File: src/rtl/spc_cfg_pkg.sv
// spc_cfg_pkg: shared state type and default sizing for the configuration-chain sequencer
// Optional feature macro: SPC_CFG_READBACK_EN adds the CHECK state.
package spc_cfg_pkg;
   localparam int DEF_CFG_WIDTH = 32;
   localparam int DEF_CLK_DIV   = 4;
`ifdef SPC_CFG_READBACK_EN
   typedef enum logic [1:0] {ST_IDLE, ST_SHIFT, ST_LATCH, ST_CHECK} state_e;
`else
   typedef enum logic [1:0] {ST_IDLE, ST_SHIFT, ST_LATCH} state_e;
`endif
endpackage

File: src/rtl/spc_cfg_clkdiv.sv
// spc_cfg_clkdiv: Cfg_clk phase generator, CLK_DIV cycles low then CLK_DIV cycles high
// Ports: Clk/Resetn clock and async active-low reset; clr_i restarts at the first low cycle;
//        ph_o phase (1 = high); low_start_o first low cycle; rise_o last low cycle (Cfg_clk
//        rises at the following edge); high_end_o last high cycle; wrap_o last cycle of a phase.
module spc_cfg_clkdiv #(
   parameter int CLK_DIV = 4
) (
   input  logic Clk,
   input  logic Resetn,
   input  logic clr_i,
   output logic ph_o,
   output logic low_start_o,
   output logic rise_o,
   output logic high_end_o,
   output logic wrap_o
);
   localparam int CW = $clog2(CLK_DIV + 1);
   logic [CW-1:0] cnt_q, cnt_d;
   logic          ph_q, ph_d;
   assign wrap_o = cnt_q == CW'(CLK_DIV - 1);
   always_comb begin
      cnt_d = (clr_i || wrap_o) ? '0 : cnt_q + 1'b1;
      ph_d  = clr_i ? 1'b0 : ph_q ^ wrap_o;
   end
   always_ff @(posedge Clk or negedge Resetn) begin
      if (!Resetn) begin
         cnt_q <= '0;
         ph_q  <= 1'b0;
      end else begin
         cnt_q <= cnt_d;
         ph_q  <= ph_d;
      end
   end
   assign ph_o        = ph_q;
   assign low_start_o = !ph_q && cnt_q == '0;
   assign rise_o      = !ph_q && wrap_o;
   assign high_end_o  = ph_q && wrap_o;
endmodule

File: src/rtl/spc_cfg_sequencer.sv
// spc_cfg_sequencer: loads a word MSB-first into a serial configuration chain, then strobes Cfg_load
// Ports: Clk, Resetn (async active-low); Word/Word_valid/Word_ready request handshake;
//        Cfg_out/Cfg_clk/Cfg_load chain drive; Cfg_ret chain return; Busy, Done pulse, Err.
// Optional feature macro: SPC_CFG_READBACK_EN re-shifts the word after LATCH and compares Cfg_ret.
module spc_cfg_sequencer
   import spc_cfg_pkg::*;
#(
   parameter int CFG_WIDTH = DEF_CFG_WIDTH,
   parameter int CLK_DIV   = DEF_CLK_DIV
) (
   input  logic                 Clk,
   input  logic                 Resetn,
   input  logic [CFG_WIDTH-1:0] Word,
   input  logic                 Word_valid,
   output logic                 Word_ready,
   output logic                 Cfg_out,
   output logic                 Cfg_clk,
   output logic                 Cfg_load,
   input  logic                 Cfg_ret,
   output logic                 Busy,
   output logic                 Done,
   output logic                 Err
);
   localparam int BW = $clog2(CFG_WIDTH);
   state_e               state_q, state_d;
   logic [CFG_WIDTH-1:0] sr_q, sr_d;
   logic [BW-1:0]        bit_q, bit_d;
   logic                 ph, low_start, rise, high_end, wrap, shifting, last_bit, unused_sig;
   // divider restarts on every state change so each phase of each state starts aligned
   spc_cfg_clkdiv #(.CLK_DIV(CLK_DIV)) u_div (
      .Clk         (Clk),
      .Resetn      (Resetn),
      .clr_i       (state_q == ST_IDLE || state_d != state_q),
      .ph_o        (ph),
      .low_start_o (low_start),
      .rise_o      (rise),
      .high_end_o  (high_end),
      .wrap_o      (wrap)
   );
`ifdef SPC_CFG_READBACK_EN
   assign shifting = state_q == ST_SHIFT || state_q == ST_CHECK;
`else
   assign shifting = state_q == ST_SHIFT;
`endif
   assign last_bit = bit_q == BW'(CFG_WIDTH - 1);
   always_comb begin
      state_d = state_q;
      sr_d    = sr_q;
      bit_d   = bit_q;
      Done    = 1'b0;
      case (state_q)
         ST_IDLE: if (Word_valid) begin
            sr_d    = Word;
            bit_d   = '0;
            state_d = ST_SHIFT;
         end
         ST_LATCH: if (wrap) begin
`ifdef SPC_CFG_READBACK_EN
            state_d = ST_CHECK;
`else
            state_d = ST_IDLE;
            Done    = 1'b1;
`endif
         end
         // SHIFT and CHECK: rotating rather than shifting leaves the original word in
         // place after a full pass, ready for the readback pass
         default: if (high_end) begin
            sr_d  = {sr_q[CFG_WIDTH-2:0], sr_q[CFG_WIDTH-1]};
            bit_d = last_bit ? '0 : bit_q + 1'b1;
            if (last_bit) begin
               state_d = (state_q == ST_SHIFT) ? ST_LATCH : ST_IDLE;
               Done    = state_q != ST_SHIFT;
            end
         end
      endcase
   end
   always_ff @(posedge Clk or negedge Resetn) begin
      if (!Resetn) begin
         state_q <= ST_IDLE;
         sr_q    <= '0;
         bit_q   <= '0;
      end else begin
         state_q <= state_d;
         sr_q    <= sr_d;
         bit_q   <= bit_d;
      end
   end
   assign Word_ready = state_q == ST_IDLE;
   assign Busy       = !Word_ready;
   assign Cfg_load   = state_q == ST_LATCH;
   assign Cfg_clk    = shifting && ph;
   assign Cfg_out    = shifting && sr_q[CFG_WIDTH-1];
`ifdef SPC_CFG_READBACK_EN
   logic err_q, err_d;
   // Cfg_ret is sampled at the edge where Cfg_clk rises, against the bit being presented
   assign err_d = (state_q == ST_IDLE && Word_valid) ? 1'b0 :
                  (state_q == ST_CHECK && rise && Cfg_ret != sr_q[CFG_WIDTH-1]) ? 1'b1 : err_q;
   always_ff @(posedge Clk or negedge Resetn) begin
      if (!Resetn) err_q <= 1'b0;
      else         err_q <= err_d;
   end
   assign Err        = err_q;
   assign unused_sig = low_start;
`else
   assign Err        = 1'b0;
   assign unused_sig = low_start ^ rise ^ Cfg_ret;
`endif
endmodule

File: config.mk
export PLATFORM = sky130hd
export DESIGN_NAME = spc_cfg_sequencer
export DESIGN_NICKNAME = d
export VERILOG_FILES = /design/src/rtl/spc_cfg_pkg.sv /design/src/rtl/spc_cfg_clkdiv.sv /design/src/rtl/spc_cfg_sequencer.sv
export SDC_FILE = /design/constraint.sdc
export NUM_CORES = 1
export LEC_CHECK = 0
export CAP_MARGIN = 10
export CELL_PAD_IN_SITES_DETAIL_PLACEMENT = 0
export CELL_PAD_IN_SITES_GLOBAL_PLACEMENT = 2
export CORE_MARGIN = 1
export CORE_UTILIZATION = 29
export DETAILED_ROUTE_END_ITERATION = 10
export GPL_ROUTABILITY_DRIVEN = 0
export PLACE_DENSITY = 0.83
export SETUP_SLACK_MARGIN = 0.3
export SLEW_MARGIN = 20
export SYNTH_ARGS = -nofsm -noshare
export SYNTH_HDL_FRONTEND = slang
export SYNTH_SLANG_ARGS = --single-unit
export TNS_END_PERCENT = 30
File: constraint.sdc
create_clock -name Clk -period 1.5 [get_ports Clk]
set_clock_uncertainty 0.05 [all_clocks]
set_input_delay 0.15 -clock Clk [delete_from_list [all_inputs] [get_ports Clk]]
set_output_delay 0.15 -clock Clk [all_outputs]
set_load 0.03 [all_outputs]
==> impl_metrics.env <==
export IMPL_syn_inst=205
export IMPL_crit_type="flip-flop to output pin"
export IMPL_cts_root_buffer="clkbuf_8"
export IMPL_hold_class="input port to async pin"
export IMPL_violations="setup timing"
export IMPL_fin_crit_sh_pct=113
export IMPL_insertion_delay_ps=290
export IMPL_p_total_mw=4.56
export IMPL_overflow=0
export IMPL_dieArea_mm2=0.00791
export IMPL_cp_cell_sequence="ha_2, and3_4, ha_4, nand2_2, a21oi_2, buf_6"
export IMPL_drtIter0Drc=73
export IMPL_ant_nets=0
export IMPL_synthToLayoutAreaGrowth_pct=47.0
export IMPL_cts_made_buffers=5
export IMPL_endpoint_kind="output pin"
export IMPL_setup_tns_final_ps=-5010
export IMPL_antenna_found_initial=0
export IMPL_ys_seq_elements=43
export IMPL_die_x_um=88.9
export IMPL_cts_tree="built"
export IMPL_synth_warnings=0
export IMPL_diodes=0
export IMPL_port_buffers=40
export IMPL_internal_power_mw=3.03
export IMPL_cap_violations=0
export IMPL_syn_nets=246
export IMPL_grtUsageTotal_pct=13.1
export IMPL_yosys_area_share_xor_xnor_pct=0
export IMPL_powerDensity_mw_per_mm2=1420
export IMPL_path_delay_family="flip-flops"
export IMPL_swShare_pct=33.6
export IMPL_drt_wirelength_per_cell_um=14.4
export IMPL_p_leak_nw=1.21
export IMPL_ys_types=31
export IMPL_synth_async_reset_ratio_pct=100
export IMPL_syn_area_per_cell_um2=10.7
export IMPL_cp_arrival_ps=1500
export IMPL_viasPerCell=4.79
export IMPL_clock_path_buffers=2
export IMPL_synth_most_common_cell="dfrtp_1"
export IMPL_synth_commonest_cells="dfrtp_1 (43), a21oi_1 (35), mux2i_1 (34)"
export IMPL_slew_violations=0
export IMPL_core_area_mm2=0.00729
export IMPL_grt_max_degree=44
export IMPL_switchingPower_mw=1.53
export IMPL_irDropWorstVdd_uv=547
export IMPL_start_util_pct=30.1
export IMPL_grt_pass1_vias=1683
export IMPL_synth_edf_count=0
export IMPL_crit_path_max_fanout=2
export IMPL_grt_pass1_wl_um=7850
export IMPL_drc_errors=0
export IMPL_fp_row_count=31
export IMPL_p_clk_share_pct=18.9
export IMPL_hpwl_um=3120
export IMPL_vias=1747
export IMPL_finalHoldViolations=0
export IMPL_synth_largest_area_cell="dfrtp_1"
export IMPL_synthAdderAreaFrac_pct=2.85
export IMPL_cts_sinks=43
export IMPL_cp_slowest_stage_delay_ps=360
export IMPL_wirelength_um=5270
export IMPL_drive_gt1_share_pct=35.3
export IMPL_cp_required_ps=1300
export IMPL_max_freq_mhz=589
export IMPL_rsz0062_at_grt="yes"
export IMPL_fin_ws_ps=-199
export IMPL_status="finished, violations left"
export IMPL_fillers=718
export IMPL_path_clk_slew_ps=80
export IMPL_synth_compound_area_share_pct=10.7
export IMPL_io_pins=43
export IMPL_fp_dieH_um=88.9
export IMPL_cp_buffers_inverters=1
export IMPL_synthFlopType="dfrtp_1"
export IMPL_crit_path_top_delay_cell="dfrtp_1"
export IMPL_synth_top_family_by_area="multiplexers"
export IMPL_min_period_ps=1700
export IMPL_seq_power_share_pct=40.1
export IMPL_worstSetupStartpointType="flip-flop"
export IMPL_setup_viol=42
export IMPL_synth_area_mm2=0.00219
export IMPL_whs_ps=299
export IMPL_htreeDepth=2
export IMPL_synthTopCellsByArea="dfrtp_1 (49%), mux2i_1 (16%), a21oi_1 (8.0%), nor3_1 (7.5%), ha_1 (2.9%)"
export IMPL_synth_simple_area_share_pct=15.1
export IMPL_dr_pass1_iters=4
export IMPL_synth_mux_area_share_pct=15.5
export IMPL_p_comb_share_pct=41.0
export IMPL_synth_top_area_share_pct=49.1
export IMPL_yosysSeqAreaShare_pct=49.1
export IMPL_fin_nets=307
layout make-up:
| type | count | area, um2 | area share [%] |
|---|---|---|---|
| Multi-Input combinational cell | 140 | 1170 | 36.3 |
| Sequential cell | 43 | 1080 | 33.5 |
| Timing Repair Buffer | 73 | 736 | 22.8 |
| Tap cell | 99 | 124 | 3.84 |
| Clock buffer | 6 | 72.6 | 2.25 |
| Clock inverter | 1 | 30.0 | 0.932 |
| Inverter | 3 | 11.3 | 0.350 |
final timing paths:
kind,start,to,slack (ps),depth (start not counted)
hold / removal,Resetn,sr_q[17],300,3
hold reg to reg,sr_q[19],sr_q[19],480,2
min in group Clk,Word[17],sr_q[17],450,3
setup reg to reg,bit_q[1],bit_q[3],-160,6
max in group asynchronous,Resetn,sr_q[24],890,3
setup / recovery,bit_q[1],Done,-200,6
placed cells by master (no fill, tap or decap), drive strengths merged:
| master | count |
|---|---|
| and3 | 2 |
| conb | 1 |
| clkdlybuf4s50 | 33 |
| ha | 5 |
| a221o | 1 |
| nor2 | 6 |
| buf | 38 |
| or2 | 1 |
| o22ai | 1 |
| nor3b | 2 |
| nor4b | 1 |
| a211o | 2 |
| bufinv | 1 |
| inv | 3 |
| clkbuf | 7 |
| a21o | 1 |
| dfrtp | 43 |
| nor3 | 33 |
| nor2b | 1 |
| dlygate4sd3 | 1 |
| and4b | 1 |
| nand2b | 1 |
| and3b | 2 |
| a22o | 2 |
| a21oi | 35 |
| nand3 | 2 |
| nand4b | 1 |
| mux2i | 34 |
| nand2 | 5 |
worst min-delay path, delay by kind of cell:
kind	cells	cell delay, ps
buf+inv	3	860
through the flow:
step / std cells / setup slack (ps) / utilization (%) / cell area (um2)
3_5_place_dp: 346 / -176 / 37.8 / 2760
6_report: 365 / -199 / 44.2 / 3220
2_1_floorplan: 205 / -80.6 / - / 2230
5_1_grt: 365 / -263 / 44.2 / 3220
4_1_cts: 361 / -207 / 41.3 / 3010
3_3_place_gp: 346 / -124 / 37.8 / 2760
per-layer routing:
| metal | vias up | GRT usage [%] | wire [um] |
|---|---|---|---|
| li1 | 856 | - | - |
| met1 | 858 | 17.8 | 2560 |
| met2 | 29 | 20.7 | 2470 |
| met3 | 4 | 3.42 | 192 |
| met4 | 0 | 3.90 | 51 |
| met5 | - | 0 | 0 |
cell families (layout without fill, tap and decap cells):
| family | Yosys count | after routing |
|---|---|---|
| DFF | 43 | 43 |
| other | 1 | 1 |
| AOI/OAI and AO/OA | 42 | 42 |
| adders and majority gates | 5 | 5 |
| muxes | 34 | 34 |
| and+or+nand+nor | 58 | 58 |
| buffers and inverters | 22 | 83 |
repair_timing:
item / 4_1_cts / 5_1_grt
gates resized for setup: 29 / 40
setup endpoints to repair: 49 / 49
buffers inserted: 7 / 2
hold buffers: 1 / 0
pin swaps: 4 / 1
cloned: 0 / 2
endpoints found under the hold margin: 43 / 0
state kept, by name, summed over array words and instances, names as in the netlist:
register and cells:
u_div.ph_o 1, bit_q 5, sr_q 32, u_div.cnt_q 3
state_q 2
power by group through the flow:
stage / sequential (mW) / clock, mW / combinational, mW
floorplan: 1.78 / 0 / 1.04
global placement: 1.82 / 0 / 1.38
detailed placement: 1.83 / 0 / 1.40
CTS: 1.82 / 0.896 / 1.50
global route: 1.88 / 0.933 / 2.07
finish: 1.83 / 0.861 / 1.87
(Power assumes the default switching activity.)
